**config.mk**
```make
export PLATFORM = sky130hd
export DESIGN_NAME = sam_video_fetch
export DESIGN_NICKNAME = d
export VERILOG_FILES = /design/src/rtl/sam_asic_pkg.sv /design/src/rtl/sam_fetch_fifo.sv /design/src/rtl/sam_video_fetch.sv
export SDC_FILE = /design/constraint.sdc
export NUM_CORES = 1
export LEC_CHECK = 0
export ABC_AREA = 1
export CORE_MARGIN = 2
export CORE_UTILIZATION = 58
export DETAILED_ROUTE_END_ITERATION = 6
export PLACE_DENSITY = 0.79
export SLEW_MARGIN = 10
export SYNTH_ARGS = -nofsm -noshare
export SYNTH_HDL_FRONTEND = slang
export SYNTH_SLANG_ARGS = --single-unit
```
**constraint.sdc**
```tcl
create_clock -name clk -period 2.7 [get_ports clk]
set_input_delay 0.54 -clock clk [delete_from_list [all_inputs] [get_ports clk]]
set_output_delay 0.54 -clock clk [all_outputs]
set_load 0.02 [all_outputs]
```
**src/rtl/sam_asic_pkg.sv**
```systemverilog
// Shared SAM ASIC definitions: fetch FSM states, video mode codes and
// screen layout constants used by the video fetch stage.
package sam_asic_pkg;

    typedef enum logic [0:0] {
        ST_IDLE  = 1'b0,
        ST_FETCH = 1'b1
    } fetch_state_e;

    localparam logic [1:0] MODE1 = 2'b00;
    localparam logic [1:0] MODE2 = 2'b01;
    localparam logic [1:0] MODE3 = 2'b10;
    localparam logic [1:0] MODE4 = 2'b11;

    localparam int          MODE4_LINE_BYTES  = 128;
    localparam logic [13:0] MODE1_ATTR_OFFSET = 14'h1800;

endpackage

```
**src/rtl/sam_fetch_fifo.sv**
```systemverilog
// Single-clock show-ahead byte FIFO with occupancy count and synchronous flush.
// The head byte is presented combinationally; an empty FIFO presents 8'h00.
module sam_fetch_fifo #(
    parameter int DEPTH = 16
) (
    input  logic                       clk,
    input  logic                       rst_n,
    input  logic                       flush,
    input  logic                       push,
    input  logic [7:0]                 din,
    input  logic                       pop,
    output logic [7:0]                 dout,
    output logic                       empty,
    output logic [$clog2(DEPTH):0]     count
);

    localparam int AW = $clog2(DEPTH);
    localparam logic [AW:0] FULL_COUNT = (AW+1)'(DEPTH);

    logic [7:0]    mem [DEPTH];
    logic [AW-1:0] wr_ptr_reg;
    logic [AW-1:0] rd_ptr_reg;
    logic [AW:0]   count_reg;
    logic          do_push;
    logic          do_pop;

    assign do_push = push && !flush && (count_reg != FULL_COUNT);
    assign do_pop  = pop  && !flush && (count_reg != '0);

    always_ff @(posedge clk or negedge rst_n) begin
        if (!rst_n) begin
            wr_ptr_reg <= '0;
            rd_ptr_reg <= '0;
            count_reg  <= '0;
        end else if (flush) begin
            wr_ptr_reg <= '0;
            rd_ptr_reg <= '0;
            count_reg  <= '0;
        end else begin
            if (do_push) wr_ptr_reg <= wr_ptr_reg + 1'b1;
            if (do_pop)  rd_ptr_reg <= rd_ptr_reg + 1'b1;
            if (do_push && !do_pop)      count_reg <= count_reg + 1'b1;
            else if (do_pop && !do_push) count_reg <= count_reg - 1'b1;
        end
    end

    always_ff @(posedge clk) begin
        if (do_push) mem[wr_ptr_reg] <= din;
    end

    assign empty = (count_reg == '0);
    assign dout  = empty ? 8'h00 : mem[rd_ptr_reg];
    assign count = count_reg;

endmodule

```
**src/rtl/sam_video_fetch.sv**
```systemverilog
// SAM Coupe video fetch: grants the ASIC one SRAM clock per fetch slot and buffers line bytes.
// SAM_FETCH_MODE12_EN adds Spectrum-layout fetch (bitmap + attribute) for modes 1/2.
module sam_video_fetch
    import sam_asic_pkg::*;
#(
    parameter int FIFO_DEPTH   = 16,
    parameter int SLOT_PERIOD  = 4,
    parameter int ACTIVE_LINES = 192
) (
    input  logic        clk,
    input  logic        rst_n,
    input  logic [4:0]  screen_page,
    input  logic [1:0]  vidmode,
    input  logic        line_start,
    input  logic [7:0]  line_num,
    output logic        whichturn,
    output logic [18:0] vramaddr,
    input  logic [7:0]  data_to_asic,
    input  logic        pix_rd,
    output logic [7:0]  pix_data,
    output logic        pix_empty,
    output logic        line_done
);

    localparam int PW = (SLOT_PERIOD > 1) ? $clog2(SLOT_PERIOD) : 1;
    localparam int CW = $clog2(FIFO_DEPTH) + 1;
    localparam logic [PW-1:0] PHASE_MAX    = PW'(SLOT_PERIOD - 1);
    localparam logic [CW-1:0] DEPTH_COUNT  = CW'(FIFO_DEPTH);
    localparam logic [8:0]    ACTIVE_LIMIT = 9'(ACTIVE_LINES);

    fetch_state_e  state_reg;
    logic [PW-1:0] phase_reg;
    logic [6:0]    byte_cnt_reg;
    logic [7:0]    line_reg;
    logic          whichturn_reg;
    logic [18:0]   vramaddr_reg;
    logic          line_done_reg;

    logic [CW-1:0] fifo_count;
    logic          start_ok;
    logic          restart;
    logic          capture;
    logic [18:0]   addr_next;
    logic [6:0]    last_idx;

    assign start_ok = line_start && ({1'b0, line_num} < ACTIVE_LIMIT);
    assign restart  = line_start && ((state_reg == ST_FETCH) || start_ok);
    // A capture coinciding with a restart belongs to the abandoned line.
    assign capture  = whichturn_reg && !line_start;

`ifdef SAM_FETCH_MODE12_EN
    logic [1:0] mode_reg;

    always_comb begin
        addr_next = {screen_page[4:1], line_reg, byte_cnt_reg};
        last_idx  = 7'(MODE4_LINE_BYTES - 1);
        if (mode_reg == MODE1 || mode_reg == MODE2) begin
            // Even byte index fetches the bitmap, odd the attribute of the same column.
            last_idx = 7'd63;
            if (!byte_cnt_reg[0])
                addr_next = {screen_page, 1'b0, line_reg[7:6], line_reg[2:0],
                             line_reg[5:3], byte_cnt_reg[5:1]};
            else
                addr_next = {screen_page,
                             MODE1_ATTR_OFFSET | {4'b0000, line_reg[7:3], byte_cnt_reg[5:1]}};
        end
    end
`else
    logic unused_cfg;
    assign unused_cfg = ^{vidmode, screen_page[0]};

    always_comb begin
        addr_next = {screen_page[4:1], line_reg, byte_cnt_reg};
        last_idx  = 7'(MODE4_LINE_BYTES - 1);
    end
`endif

    always_ff @(posedge clk or negedge rst_n) begin
        if (!rst_n) begin
            state_reg     <= ST_IDLE;
            phase_reg     <= '0;
            byte_cnt_reg  <= '0;
            line_reg      <= '0;
            whichturn_reg <= 1'b0;
            vramaddr_reg  <= '0;
            line_done_reg <= 1'b0;
`ifdef SAM_FETCH_MODE12_EN
            mode_reg      <= MODE4;
`endif
        end else begin
            whichturn_reg <= 1'b0;
            line_done_reg <= 1'b0;
            if (restart) begin
                state_reg    <= start_ok ? ST_FETCH : ST_IDLE;
                line_reg     <= line_num;
                byte_cnt_reg <= '0;
                phase_reg    <= '0;
`ifdef SAM_FETCH_MODE12_EN
                mode_reg     <= vidmode;
`endif
            end else if (state_reg == ST_FETCH) begin
                phase_reg <= (phase_reg == PHASE_MAX) ? '0 : phase_reg + 1'b1;
                // Previous capture has always landed by phase 0, so the count is exact.
                if (phase_reg == '0 && fifo_count < DEPTH_COUNT) begin
                    whichturn_reg <= 1'b1;
                    vramaddr_reg  <= addr_next;
                end
                if (capture) begin
                    byte_cnt_reg <= byte_cnt_reg + 1'b1;
                    if (byte_cnt_reg == last_idx) begin
                        line_done_reg <= 1'b1;
                        state_reg     <= ST_IDLE;
                    end
                end
            end
        end
    end

    sam_fetch_fifo #(
        .DEPTH (FIFO_DEPTH)
    ) u_fifo (
        .clk   (clk),
        .rst_n (rst_n),
        .flush (restart),
        .push  (capture),
        .din   (data_to_asic),
        .pop   (pix_rd),
        .dout  (pix_data),
        .empty (pix_empty),
        .count (fifo_count)
    );

    assign whichturn = whichturn_reg;
    assign vramaddr  = vramaddr_reg;
    assign line_done = line_done_reg;

endmodule
```
# Yosys cells after proc, flatten, opt, wreduce, memory -nomap -nowiden
# Memory sizes are Yosys's and may differ from the RTL's.
# Cells that the tools add are included.
# op_classes
n_addsub,6
order_cmp,2
eq_ne,3
n_mux,28
n_bitwise,1
n_reduce_logical,25
# op_table
op,count
2-to-1 mux 7 bit,3
2-to-1 mux 4 bit,4
2-to-1 mux 5 bit,3
2-to-1 mux 1 bit,14
logical AND 1 bit,10
"adder 4 x 1 -> 4 bit, second input constant",2
"less-than comparator 8 bit, second input constant",1
2-to-1 mux 8 bit,1
nonzero test 2 bit,4
"adder 7 x 1 -> 7 bit, second input constant",1
"== test 7 bit, second input constant",1
2-to-1 mux 2 bit,3
"adder 5 x 1 -> 5 bit, second input constant",1
zero test 5 bit,1
"less-than comparator 5 bit, second input constant",1
"!= test 5 bit, second input constant",1
nonzero test 5 bit,1
"subtractor 5 x 1 -> 5 bit, second input constant",1
zero test 1 bit,4
AND reduction 3 bit,1
nonzero test 3 bit,1
"adder 2 x 1 -> 2 bit, second input constant",1
"== test 2 bit, second input constant",1
zero test 2 bit,1
other kinds (3),3
# word_totals
reg_bits,52
ramBits,128
input_bits,27
output_inout_bits,30
wordCells,76
mem_count,1
# mem_list
name,words,word_bits,rd,rd_ports_with_merged_regs,write_ports,line,rtl
u_fifo.mem,16,8,1,0,1,sam_fetch_fifo.sv:20,logic [7:0] mem [DEPTH];

# Longest topological paths before layout
# depth
word_depth,12
ltp_mapped,15
mapped_depth_nobuf,15

# Modules after synthesis
# From an unflattened synthesis, not the netlist that was laid out.
# hier_totals
hier_cells,751
area_unflattened_um2,7812.5
# by_module_without_submodules
mod,instances,cells_each,area_per_inst_um2,seq_area_each_um2
sam_fetch_fifo,1,563,6104.6,4169.0
sam_video_fetch,1,188,1707.9,975.9

# Worst setup path after synthesis
# Ideal clock, no wire load.
# synth_timing
path_kind,input to register
start,input port line_num[7]
end,register u_fifo.count_reg[4] (netlist: u_fifo.count[4])
setup_time_ns,0.116
arrival_time_ns,2.010
t_required_ns,2.584
path_slack_ns,0.574
path_stages,14
path_buffers,1
cell_sequence,nand2_1 o21ai_2 buf_4 nand3_2 nand2_1 ha_1 a21oi_1 nand3_1 nand2_1 inv_1 nand2_1 nand2_1 nand2_1 nand2_1
# synth_between
elab_chain_cells,11
word_cells_on_any_way,16
classes_between,order compare: 1; mux: 2; reduce/logical: 13
# synth_rtl
element,line,rtl
"start, declared",sam_video_fetch.sv:15,"input logic [7:0] line_num,"
less-than comparator 8 bit *,sam_video_fetch.sv:46,"assign start_ok = line_start && ({1'b0, line_num} < ACTIVE_LIMIT);"
logical AND 1 bit *,sam_video_fetch.sv:46,
logical OR 1 bit *,sam_video_fetch.sv:47,assign restart = line_start && ((state_reg == ST_FETCH) || start_ok);
logical AND 1 bit *,sam_video_fetch.sv:47,
zero test 1 bit,"sam_fetch_fifo.sv:27, sam_fetch_fifo.sv:28",
logical AND 1 bit (2 in a row),sam_fetch_fifo.sv:28,assign do_pop = pop && !flush && (count_reg != '0);
zero test 1 bit,sam_fetch_fifo.sv:42,if (do_push && !do_pop) count_reg <= count_reg + 1'b1;
logical AND 1 bit,sam_fetch_fifo.sv:42,
2-to-1 mux 5 bit,sam_fetch_fifo.sv:42,
2-to-1 mux 5 bit,sam_fetch_fifo.sv:35,end else if (flush) begin
"end signal, assigned",sam_fetch_fifo.sv:42,
"end signal, assigned",sam_fetch_fifo.sv:43,else if (do_pop && !do_push) count_reg <= count_reg - 1'b1;
"end, declared",sam_fetch_fifo.sv:23,logic [AW:0] count_reg;
# Mark *: on every way between the ends. The rest lies on a longest branch, timed or not.
# A chain may end at the register's enable or synchronous reset.

# Worst setup path in the final report
# layout_timing
start,register u_fifo.rd_ptr_reg[1]
end,output port pix_data[3]
# layout_between
elab_chain_cells,2
# layout_rtl
element,line,rtl
"start, declared",sam_fetch_fifo.sv:22,logic [AW-1:0] rd_ptr_reg;
"start signal, assigned",sam_fetch_fifo.sv:41,if (do_pop) rd_ptr_reg <= rd_ptr_reg + 1'b1;
memory (16 x 8 bit),-,
2-to-1 mux 8 bit,sam_fetch_fifo.sv:52,assign dout = empty ? 8'h00 : mem[rd_ptr_reg];
"end, declared",sam_video_fetch.sv:20,"output logic [7:0] pix_data,"
# No other way between the ends.

==> summary.txt <==
Timing
  – F_max: between 300 and 400 MHz
  – Final count of pins violating max slew: 0
  – Slew at the pin closest to its max-slew limit: ~0.75 ns
  – Slew headroom: roughly half
  – Smallest setup slack after layout: about 0.047 ns
  – Final hold violations: 0
  – Post-route fraction of the period consumed by the critical path: about 98%
  – Final setup viols: 0
  – Sum Neg Setup Slack: 0 ns
  – RSZ-0062 raised after global routing: no
  – Shortest clock period the worst path allows after layout: ~2.7 ns
  – Fin Clk Skew: about 0.0074 ns

Clock tree
  – Number of buffers created by CTS: 17
  – H-tree levels: 4
  – Latest clock arrival within the worst-skew pair: about 0.43 ns
  – Number of buffers inserted by hold repair at cts: 0
  – TritonCTS clock tree: built
  – Maximum buffer depth of the clock tree: 2
  – Sink Count: 180
  – Root Buffer Master: sky130_fd_sc_hd__clkbuf_16
  – Clock transition time at the flip-flop clock pins of the worst setup and hold paths: approximately 0.070 ns

Routing
  – DR iter-0 viols: ~560
  – Via count: 5427
  – Number of routed nets with antenna violations: 0
  – DRT Pass-1 Iters: 6
  – Drt via density: between 5 and 6
  – Routed wire per std cell: about 18 microns
  – Aggregate routed wire length: 17.0 mm
  – Number of DRC violations after detailed routing: 0

Critical path
  – Worst R2R Start: u_fifo.count[1]
  – Worst endpoint required time: roughly 2.2 ns
  – CP Launch Point: u_fifo.rd_ptr_reg[1]
  – Signal arrival time at the worst endpoint: 2.11 ns
  – Worst setup path class: register to output port
  – R2R setup slack: 0.28 ns
  – Critical-path maximum fanout: 8
  – Category of the worst setup path launch point: register
  – Critical Path End Type: output port
  – Count of cells along the worst register-to-register path: 13
  – Capture instance of the worst register-to-register path: u_fifo.count[4]

Logic synthesis
  – Primary flip-flop cell chosen by synthesis mapping: sky130_fd_sc_hd__edfxtp_1
  – Async S/R FF share, synth: approximately 29%
  – Mapped Area: 0.00759 sq mm
  – Number of distinct library cell variants in the gate-level netlist after synthesis: 32
  – Synthesized area per cell: approximately 11 sq um
  – Warnings, synthesis: 0
  – Synth Instances: 690
  – Register bit total from synthesis: 180
  – EDFF count, synth: between 100 and 150
  – Seq/Total Area, Yosys: between 60 and 70%
  – Number of nets produced by synthesis: 730

Pwr
  – Cell Int Power: roughly 5.5 mW
  – Clock Power Share: about 31%
  – Total net switching power: roughly 2.6 mW
  – Combinational Power Share: approximately 28%
  – Leak Pwr: between 3 and 4 nW
  – PD cells: 885 mW/mm^2
  – Portion of total power attributed to sequential cells: slightly above 40%
  – Switching part of the total: between 30% and 40%
  – Peak VDD IR: between 0.5 and 0.6 mV
  – Total power draw: 8.09 mW

Flow run
  – Max-cap violations: 0

Placed design
  – Detailed placement HPWL: 10.8 mm
  – Post-place setup slack: -0.0312 ns
  – Post-placement cell area: roughly 0.0084 sq mm
  – GPL Wtd Cong: 0.865
  – Number of port buffers: 53

Global routing
  – Global-route wire length before repair: 27.5 mm
  – Initial antenna violation count: 0
  – Global router's overall resource usage: 25.7%
  – Gr ovfl total: 0
  – Vias in the first global route: 5512
  – Pin count of the biggest net entering global routing: 41

Layout
  – Post-layout net count: 813
  – Max reg flops: 128
  – Filler Cells Inserted: slightly below 900
  – Post-Layout Inst Area: just over 0.009 sq mm
  – Ratio of cells with drive above 1 in the final layout: about 13%
  – Area Overhead vs Synth: 20.3%
  – Antenna diode count: 0
  – Fraction of the core area covered by cells at the end of the flow: a little under three quarters

Die
  – Die outline area: between 0.01 and 0.015 sq mm
  – Core Region: between 0.01 and 0.015 sq mm
  – Ports placed on the boundary: 57
  – Die height: 118 microns
  – Initial Utilization: 59.7%
  – Die outline width: approximately 120 microns
  – Std cell rows: ~40

Hold path
  – Worst min-delay path category: input pin to async pin

Outcome
  – Run status: finished clean
## kinds of logic after synthesis
group | after synthesis | synth area share (%)
and+or+nand+nor | 297 | 15.9
DFF | 180 | 67.8
AOI/OAI and AO/OA | 120 | 8.35
buffers and inverters | 67 | 4.17
adders and majority gates | 13 | 2.24
muxes | 8 | 1.05
xor gates and xnor gates | 5 | 0.577
## synthesized netlist by cell type, types with 5 or more instances
cell type	number	area, sq um
sky130_fd_sc_hd__a21oi_1	36	180
sky130_fd_sc_hd__a31oi_1	8	50.1
sky130_fd_sc_hd__buf_2	13	65.1
sky130_fd_sc_hd__buf_4	7	52.6
sky130_fd_sc_hd__dfrtp_1	52	1300
sky130_fd_sc_hd__edfxtp_1	128	3840
sky130_fd_sc_hd__ha_1	12	150
sky130_fd_sc_hd__inv_1	35	131
sky130_fd_sc_hd__inv_2	5	18.8
sky130_fd_sc_hd__mux2i_1	8	80.1
sky130_fd_sc_hd__nand2_1	194	728
sky130_fd_sc_hd__nand2_2	5	31.3
sky130_fd_sc_hd__nand3_1	25	125
sky130_fd_sc_hd__nor2_1	61	229
sky130_fd_sc_hd__o21ai_0	57	285
sky130_fd_sc_hd__o21ai_1	6	30.0
sky130_fd_sc_hd__o22ai_1	9	56.3
## placed cells by master, fill, tap and decap left out, types with 3 or more instances in the layout
master	count
sky130_fd_sc_hd__nand2_1	193
sky130_fd_sc_hd__edfxtp_1	128
sky130_fd_sc_hd__nor2_1	60
sky130_fd_sc_hd__o21ai_0	54
sky130_fd_sc_hd__dfrtp_1	51
sky130_fd_sc_hd__clkdlybuf4s50_1	44
sky130_fd_sc_hd__inv_1	34
sky130_fd_sc_hd__a21oi_1	34
sky130_fd_sc_hd__buf_4	32
sky130_fd_sc_hd__nand3_1	25
sky130_fd_sc_hd__clkbuf_16	21
sky130_fd_sc_hd__ha_1	12
sky130_fd_sc_hd__o21ai_1	9
sky130_fd_sc_hd__o22ai_1	9
sky130_fd_sc_hd__mux2i_1	8
sky130_fd_sc_hd__a31oi_1	7
sky130_fd_sc_hd__buf_2	5
sky130_fd_sc_hd__nor2_2	4
sky130_fd_sc_hd__inv_2	4
sky130_fd_sc_hd__inv_4	4
sky130_fd_sc_hd__nand2_2	4
sky130_fd_sc_hd__nand4_1	3
sky130_fd_sc_hd__xor2_1	3
sky130_fd_sc_hd__buf_12	3
## layer usage
metal | up-vias | track usage (%) | wire length [microns]
met5 | - | 0 | 0
met4 | 0 | 11.9 | 614
met3 | 58 | 5.41 | 1180
met2 | 251 | 44.6 | 8670
met1 | 2597 | 30.8 | 6530
li1 | 2521 | - | -
## power by group through the flow
stage / clock [mW] / combinational, mW / sequential, mW
final: 2.53 / 2.26 / 3.30
after global routing: 2.65 / 2.47 / 3.32
after CTS: 2.54 / 2.24 / 3.30
after floorplan: 0 / 1.27 / 3.45
after global placement: 0 / 2.16 / 3.33
after detailed placement: 0 / 2.24 / 3.35
## what timing repair did
action,in CTS,in global routing
resized for setup,23,18
setup buffers,4,2
pin swaps,1,0
endpoints found under the setup margin,8,8
## worst max-delay path by stage
stage,to,slack [ns]
3_3_place_gp,u_fifo.count[4],0.1
5_1_grt,pix_data[7],0.004
4_1_cts,pix_data[1],0.009
3_5_place_dp,u_fifo.count[4],-0.03
6_report,pix_data[3],0.05
2_1_floorplan,u_fifo.count[4],0.57
## final cells by class
| type | count | area [sq um] | area share [%] |
|---|---|---|---|
| Timing Repair Buffer | 90 | 818 | 8.96 |
| Inverter | 41 | 160 | 1.75 |
| Multi-Input combinational cell | 443 | 2170 | 23.7 |
| Clock buffer | 23 | 543 | 5.95 |
| Tap cell | 172 | 215 | 2.36 |
| Sequential cell | 180 | 5150 | 56.3 |
| Clock inverter | 9 | 82.6 | 0.904 |
## worst max-delay path, stage by stage (launching register included)
cell                              delay, ns
sky130_fd_sc_hd__dfrtp_1               0.42
sky130_fd_sc_hd__buf_4                 0.15
sky130_fd_sc_hd__buf_4                 0.13
sky130_fd_sc_hd__buf_4                 0.16
sky130_fd_sc_hd__a31oi_1               0.29
sky130_fd_sc_hd__a21oi_1               0.12
sky130_fd_sc_hd__nor2_1                0.11
sky130_fd_sc_hd__clkdlybuf4s15_1       0.31
## per-stage QoR
step / hold slack, ns / std cells
6_report: 0.0303 / 958
5_1_grt: 0.0523 / 958
4_1_cts: 0.0360 / 956
3_5_place_dp: 0.465 / 920
3_3_place_gp: 0.462 / 920
2_1_floorplan: 0.244 / 690
Power figures use the tool's default switching activity.
